$ cat src/rtl/gol_step_engine.sv
// gol_step_engine: advances the toroidal Game of Life grid held in gol_ram
// by one generation per start; bit0 = current, bit1 = next, bits[3:2] kept.
module gol_step_engine #(
    parameter int W_LOG2 = 8,
    parameter int H_LOG2 = 8
) (
    input  logic        clk,
    input  logic        rst,
    input  logic        start,
    output logic        busy,
    output logic        done,
    output logic [15:0] gen_count,
    output logic [15:0] ram_addr,
    output logic        ram_we,
    output logic [3:0]  ram_din,
    input  logic [3:0]  ram_dout
);

    typedef enum logic [2:0] {
        IDLE,
        CALC_RD,
        CALC_WAIT,
        CALC_WR,
        COMMIT_RD,
        COMMIT_WAIT,
        COMMIT_WR,
        DONE
    } state_t;

    state_t            state;
    logic [W_LOG2-1:0] x;
    logic [H_LOG2-1:0] y;
    logic [3:0]        k;
    logic [3:0]        nb;
    logic [3:0]        ctr;

    logic [1:0]        kx;
    logic [1:0]        ky;
    logic [W_LOG2-1:0] nx;
    logic [H_LOG2-1:0] ny;
    logic [W_LOG2-1:0] x_inc;
    logic [H_LOG2-1:0] y_inc;
    logic [3:0]        n;
    logic              nxt;
    logic              last;

    always_comb begin
        ky = 2'd0;
        kx = 2'd0;
        unique case (1'b1)
            (k < 4'd3): begin
                ky = 2'd0;
                kx = 2'(k);
            end
            (k >= 4'd3 && k < 4'd6): begin
                ky = 2'd1;
                kx = 2'(k - 4'd3);
            end
            (k >= 4'd6): begin
                ky = 2'd2;
                kx = 2'(k - 4'd6);
            end
        endcase
    end

    // neighbour coordinates wrap naturally in the address-width arithmetic
    assign nx    = x + W_LOG2'(kx) - W_LOG2'(1);
    assign ny    = y + H_LOG2'(ky) - H_LOG2'(1);
    assign x_inc = x + W_LOG2'(1);
    assign y_inc = (&x) ? y + H_LOG2'(1) : y;
    assign last  = (&x) & (&y);
    assign n     = nb + {3'b000, ram_dout[0]};
    assign nxt   = (n == 4'd3) | (ctr[0] & (n == 4'd2));

    // outputs are registered from the current state, so read data for
    // the address issued in state k arrives while in state k+2
    always_ff @(posedge clk or posedge rst) begin
        if (rst) begin
            state     <= IDLE;
            x         <= '0;
            y         <= '0;
            k         <= '0;
            nb        <= '0;
            ctr       <= '0;
            busy      <= 1'b0;
            done      <= 1'b0;
            gen_count <= '0;
            ram_addr  <= '0;
            ram_we    <= 1'b0;
            ram_din   <= '0;
        end else begin
            ram_we <= 1'b0;
            done   <= 1'b0;
            unique case (state)
                IDLE: begin
                    if (start) begin
                        state <= CALC_RD;
                        x     <= '0;
                        y     <= '0;
                        k     <= '0;
                        nb    <= '0;
                    end
                end
                CALC_RD: begin
                    busy     <= 1'b1;
                    ram_addr <= 16'({ny, nx});
                    if (k == 4'd6) begin
                        ctr <= ram_dout;
                    end else if (k >= 4'd2) begin
                        nb <= n;
                    end
                    if (k == 4'd8) begin
                        state <= CALC_WAIT;
                    end else begin
                        k <= k + 4'd1;
                    end
                end
                CALC_WAIT: begin
                    nb    <= n;
                    state <= CALC_WR;
                end
                CALC_WR: begin
                    ram_addr <= 16'({y, x});
                    ram_we   <= 1'b1;
                    ram_din  <= {ctr[3:2], nxt, ctr[0]};
                    nb       <= '0;
                    k        <= '0;
                    x        <= x_inc;
                    y        <= y_inc;
                    state    <= last ? COMMIT_RD : CALC_RD;
                end
                COMMIT_RD: begin
                    ram_addr <= 16'({y, x});
                    state    <= COMMIT_WAIT;
                end
                COMMIT_WAIT: begin
                    state <= COMMIT_WR;
                end
                COMMIT_WR: begin
                    ram_we  <= 1'b1;
                    ram_din <= {ram_dout[3:2], ram_dout[1], ram_dout[1]};
                    x       <= x_inc;
                    y       <= y_inc;
                    state   <= last ? DONE : COMMIT_RD;
                end
                DONE: begin
                    done      <= 1'b1;
                    busy      <= 1'b0;
                    gen_count <= gen_count + 16'd1;
                    state     <= IDLE;
                end
            endcase
        end
    end

endmodule
$ cat config.mk
export PLATFORM = sky130hd
export DESIGN_NAME = gol_step_engine
export DESIGN_NICKNAME = d
export VERILOG_FILES = /design/src/rtl/gol_step_engine.sv
export SDC_FILE = /design/constraint.sdc
export NUM_CORES = 1
export LEC_CHECK = 0
export CAP_MARGIN = 15
export CORE_UTILIZATION = 50
export DETAILED_ROUTE_END_ITERATION = 10
export PLACE_DENSITY_LB_ADDON = 0.05
export SLEW_MARGIN = 0
export SYNTH_ARGS = -nofsm -noshare
export SYNTH_HDL_FRONTEND = slang
export SYNTH_SLANG_ARGS = --single-unit
$ cat constraint.sdc
create_clock -name clk -period 6.5 [get_ports clk]
set_input_delay 1.3 -clock clk [delete_from_list [all_inputs] [get_ports clk]]
set_output_delay 1.3 -clock clk [all_outputs]
set_load 0.02 [all_outputs]
Yosys cells after proc, flatten, opt, wreduce, memory -nomap -nowiden
Index checks and enable logic that the tools add are counted.
{"block": "classes", "n_eq_ne": 17, "magnitude_cmp": 5, "reduce_logical": 18, "bitwise": 3, "mux": 22, "add_sub_neg": 11}
{"op": "$pmux 16 s2", "count": 1}
{"op": "$pmux 8 s2", "count": 2}
{"op": "$pmux 3 s8", "count": 1}
{"op": "$add 16x1->16 const B", "count": 1}
{"op": "$add 8x1->8 const B", "count": 2}
{"op": "$add 8x2->8", "count": 2}
{"op": "$mux 4", "count": 4}
{"op": "$mux 8", "count": 2}
{"op": "$pmux 4 s4", "count": 1}
{"op": "$reduce_and 8->1", "count": 2}
{"op": "$sub 8x1->8 const B", "count": 2}
{"op": "$eq 3x3->1 const B", "count": 4}
{"op": "$pmux 2 s3", "count": 2}
{"op": "$pmux 4 s3", "count": 1}
{"op": "$ne 2x2->1 const B", "count": 5}
{"op": "$mux 3", "count": 3}
{"op": "$eq 4x2->1 const B", "count": 2}
{"op": "$ge 4x2->1 const B", "count": 2}
{"op": "$pmux 4 s2", "count": 1}
{"op": "$reduce_bool 2->1", "count": 4}
{"op": "$eq 3x2->1 const B", "count": 2}
{"op": "$reduce_and 2->1", "count": 3}
{"op": "$reduce_and 3->1", "count": 2}
{"op": "$add 4x1->4", "count": 1}
{"op": "20 further kinds", "count": 24}
{"block": "totals", "inputBits": 7, "reg_bits": 70, "out_inout_bits": 39}

Longest topological paths before layout
{"block": "logic_depth", "depth_word": 6, "ltp_mapped": 15}

Worst setup path after synthesis
No wires, ideal clock.
{"block": "synth_path", "kind": "register to register", "from": "reg k[1]", "to": "reg ram_addr[7]", "t_required_ns": 6.362, "n_path_buf": 1, "path_slack_ns": 3.524, "arrival_ns": 2.838, "setup_ns": 0.138, "stages_incl_launch_ff": 16, "cell_sequence": "dfrtp_1 clkbuf_1 inv_1 ha_1 inv_1 a211oi_1 a21oi_1 ha_1 inv_1 ha_1 inv_1 fa_1 nand2b_1 a21oi_1 mux2i_1 o211ai_1"}
{"block": "synth_between", "elab_chain_len": 6, "word_cells_on_any_way": 11, "classes_between": "add/sub: 4; order compare: 4; mux: 2; reduce/logical: 1"}
{"item": "start: declaration", "line_no": "33", "source": "logic [3:0] k;"}
{"item": "start signal: assignment", "line_no": "115", "source": "k <= k + 4'd1;"}
{"item": "$ge 4x2->1 or $lt 4x3->1 (tied branches)", "line_no": "55", "source": "(k >= 4'd3 && k < 4'd6): begin"}
{"item": "$logic_and 1x1->1", "line_no": "55"}
{"item": "$pmux 2 s3 (*)", "line_no": "50", "source": "unique case (1'b1)"}
{"item": "$add 8x2->8 (*)", "line_no": "67", "source": "assign nx = x + W_LOG2'(kx) - W_LOG2'(1);"}
{"item": "$sub 8x1->8 (*)", "line_no": "67"}
{"item": "$pmux 16 s2 (*)", "line_no": "94", "source": "unique case (state)"}
{"item": "end signal: assignment", "line_no": "106", "source": "ram_addr <= 16'({ny, nx});"}
{"item": "end signal: assignment", "line_no": "123", "source": "ram_addr <= 16'({y, x});"}
{"item": "end signal: assignment", "line_no": "133", "source": "ram_addr <= 16'({y, x});"}
{"item": "end: declaration", "line_no": "13", "source": "output logic [15:0] ram_addr,"}
Every way passes the cells marked *; elsewhere a longest branch is shown, timed or not.
A chain may end at the register's enable or synchronous reset.

Worst setup path after layout
Same ends and word-level chain as after synthesis.

==> reports/results.txt <==
Clock Latency Late Sink: 360 ps
cell mode on critical path: inv_1
Rel. slew slack: 40.0%
GPL Wtd Cong: 0.842
Placement Rows: 33
Critical-path top delay cell: dfrtp_1
Synth Instances: 442
Fin Setup TNS: 0 ps
total setup buffers inserted after CTS: 0
worst path arrival time: 3340 ps
syn avg cell area: 9.51 um^2
die height: 93.7 um
Total GRT Usage: 22.6%
WL final: 9.39 mm
initial core utilization: 51.4%
post-detail-place hpwl: 6.41 mm
DRC errors left: 0
Power Total: 2.36 mW
Via density: 5.82
CP endpoint kind: flop
Final Hold Violating Endpoints: 0
Worst Setup Slack, final: 3370 ps
fin util: 60.0%
worst hold path type: reg -> reg
Layout Cells excl Fill: 593
MaxCap Viol Count: 0
Layout Area Growth over Synthesis: 16.7%
vias in the first global route: 3,140
Critical Path Source Type: flop
Initial DRC Count: 163
Syn Nets: 485
Setup Viol. Count Final: 0
clock sinks: 69
EDFF count, synth: 0
htree depth: 3
fin crit period: 3130 ps
total gr overflow: 0
post-synthesis sequential area ratio: 41.1%
flop and latch count out of synthesis: 69
Max VDD drop: 0.306 mV
Top FF cell, synth: dfrtp_1
die width: 93.7 um
Ys Warns: 0
fmax: 0.319 GHz
post-synthesis cell type count: 55
Clock transition at path regs: 80 ps
Setup Crit Path Kind: reg -> reg
Nets: 526
outcome: finished, final reports clean
CTS tree: done
DR vias: 3,452
post-place setup slack: 3110 ps
worst stage delay on the critical path: 540 ps
area of the core: 8180 um^2
clock skew: 12.2 ps
initial antenna violation count: 0
Slew @ Worst Pin: 900 ps
CP cell instances: inv_1 > ha_1 > inv_1 > a211oi_1 > a21oi_1 > ha_1 > inv_1 > ha_1 > inv_1 > fa_1 > nand2b_1 > a21oi_1 > mux2i_1 > o211ai_1
leakage power: 2.15 nW
DIE AREA: 8780 um^2
largest fanout on the critical path: 11
first-pass GRT wire length: 15.3 mm
First-pass DRT Iterations: 4
mapped cell area: 4210 um^2
Num CTS Buffers: 9
largest net degree at the start of global routing: 70
RSZ-0062 raised after global routing: false
Antenna Nets Post-Route: 0
CTS Buffer Depth: 2
fillers: 721
fin crit share: 48.2%
Power per Cell Area: 482 nW/um^2
IO Port Bufs: 45
CTS Hold Bufs: 0
# placed instances: 577
post-cts sizing count: 0
Clock Tree Root: clkbuf_8
asr flop ratio synth: 100%
critical path required time: 6710 ps
Antenna Diode Count: 0
final slew viol count: 0
I/O pins: 46
routed length per instance: 15.8 um
ratio of cells with drive above 1 in the final layout: 6.76%
-- routing by layer --
metal	wire length, um	vias up	track usage [%]
met2	4310	70	34.9
met3	417	14	4.69
met5	0	-	0
met4	148	0	9.23
li1	-	1706	-
met1	4510	1662	30.8
-- per-stage QoR --
| step | cell area, um^2 | hold WS, ps |
|---|---|---|
| global placement | 4730 | 461 |
| floorplan | 4210 | 482 |
| CTS | 4910 | 493 |
| global route | 4910 | 506 |
| detailed placement | 4730 | 471 |
| finish | 4910 | 484 |
-- cell usage after synthesis (2+ instances only) --
| cell | number | area share, % |
|---|---|---|
| o22a_1 | 5 | 1.0 |
| fa_1 | 2 | 0.95 |
| nand4_1 | 14 | 2.1 |
| nor3b_1 | 2 | 0.36 |
| buf_2 | 9 | 1.1 |
| inv_1 | 35 | 3.1 |
| nand2_1 | 35 | 3.1 |
| a21oi_1 | 22 | 2.6 |
| o31ai_1 | 10 | 1.8 |
| mux2_2 | 5 | 1.3 |
| a31oi_1 | 5 | 0.74 |
| o22ai_1 | 6 | 0.89 |
| or4_1 | 7 | 1.2 |
| clkbuf_1 | 7 | 0.62 |
| ha_1 | 34 | 10 |
| nand2b_1 | 12 | 1.8 |
| nor2_1 | 19 | 1.7 |
| o311a_1 | 2 | 0.48 |
| o21ai_0 | 31 | 3.7 |
| xor2_1 | 6 | 1.2 |
| a211oi_1 | 8 | 1.4 |
| or4b_2 | 2 | 0.48 |
| nor3_1 | 8 | 0.95 |
| a221o_1 | 7 | 1.7 |
| mux2i_1 | 3 | 0.71 |
| a21o_1 | 6 | 1.1 |
| a22oi_1 | 11 | 2.0 |
| xnor2_1 | 14 | 2.9 |
| or3_1 | 3 | 0.45 |
| nand3_1 | 16 | 1.9 |
| o211ai_1 | 2 | 0.36 |
| and4_1 | 2 | 0.42 |
| dfrtp_1 | 69 | 41 |
| and2_1 | 2 | 0.30 |
-- cell type report --
type                    count  area (um^2)  share of cell area, %
inverters                  35          131                   2.68
flip-flops and latches     69         1730                   35.2
clock buffers               9          124                   2.52
multi-input cells         321         2280                   46.4
clock inverters             7         51.3                   1.05
repair buffers             47          465                   9.48
well taps                 105          131                   2.68
-- flip-flops by register name, indices dropped and copies added, names as in the netlist --
register / count
gen_count: 16
ram_addr: 16
x: 8
y: 8
k: 4
nb: 4
ram_din: 4
ctr: 3
state: 3
busy: 1
done: 1
ram_we: 1
-- placed cells by master, fill, tap and decap left out, types with 3 or more instances in the layout --
cell type,Yosys,routed
nand2b_1,12,12
nand4_1,14,14
dfrtp_1,69,69
mux2_2,5,5
a221o_1,7,7
a211oi_1,8,8
xor2_1,6,6
or3_1,3,3
nand2_1,35,35
xnor2_1,14,14
a21o_1,6,6
o31ai_1,10,10
o21ai_0,31,31
a31oi_1,5,5
clkdlybuf4s50_1,0,45
o22ai_1,6,6
o22a_1,5,5
clkbuf_8,0,9
ha_1,34,34
nor2_1,19,19
nand3_1,16,16
nor3_1,8,8
or4_1,7,7
mux2i_1,3,3
a21oi_1,22,22
a22oi_1,11,11
inv_1,35,34
-- worst paths after layout --
kind,startpoint,end,slack [ps],cells after the start
setup / recovery,k[1],ram_addr[7],3370,14
hold / removal,gen_count[15],gen_count[15],480,1
setup reg to reg,k[1],ram_addr[7],3370,14
hold reg to reg,gen_count[15],gen_count[15],480,1
max in group asynchronous,rst,k[3],4370,3
min in group asynchronous,rst,ram_addr[15],1510,3
-- where the power goes --
group	internal, mW	switching, mW
clock	0.139	0.182
sequential	0.574	0.156
combinational	0.610	0.702
total	1.32	1.04
-- cell families after synthesis --
kind of cell,count (synthesis),share of synthesized area (%)
buffers and inverters,52,4.91
xor gates and xnor gates,20,4.17
AOI/OAI and AO/OA,124,19.6
and+or+nand+nor,133,17.1
adders and majority gates,36,11.1
muxes,8,2.05
DFF,69,41.1
-- critical path, delay by kind of cell, from the launching register on --
kind                     cells  cell delay [ps]
AO/OA/AOI/OAI                4              640
adder cells (fa/ha/maj)      4             1150
buffers and inverters        4              260
flip-flops                   1              540
multiplexers                 1              220
AND/OR/NAND/NOR              1              170
Power figures use the tool's default switching activity.
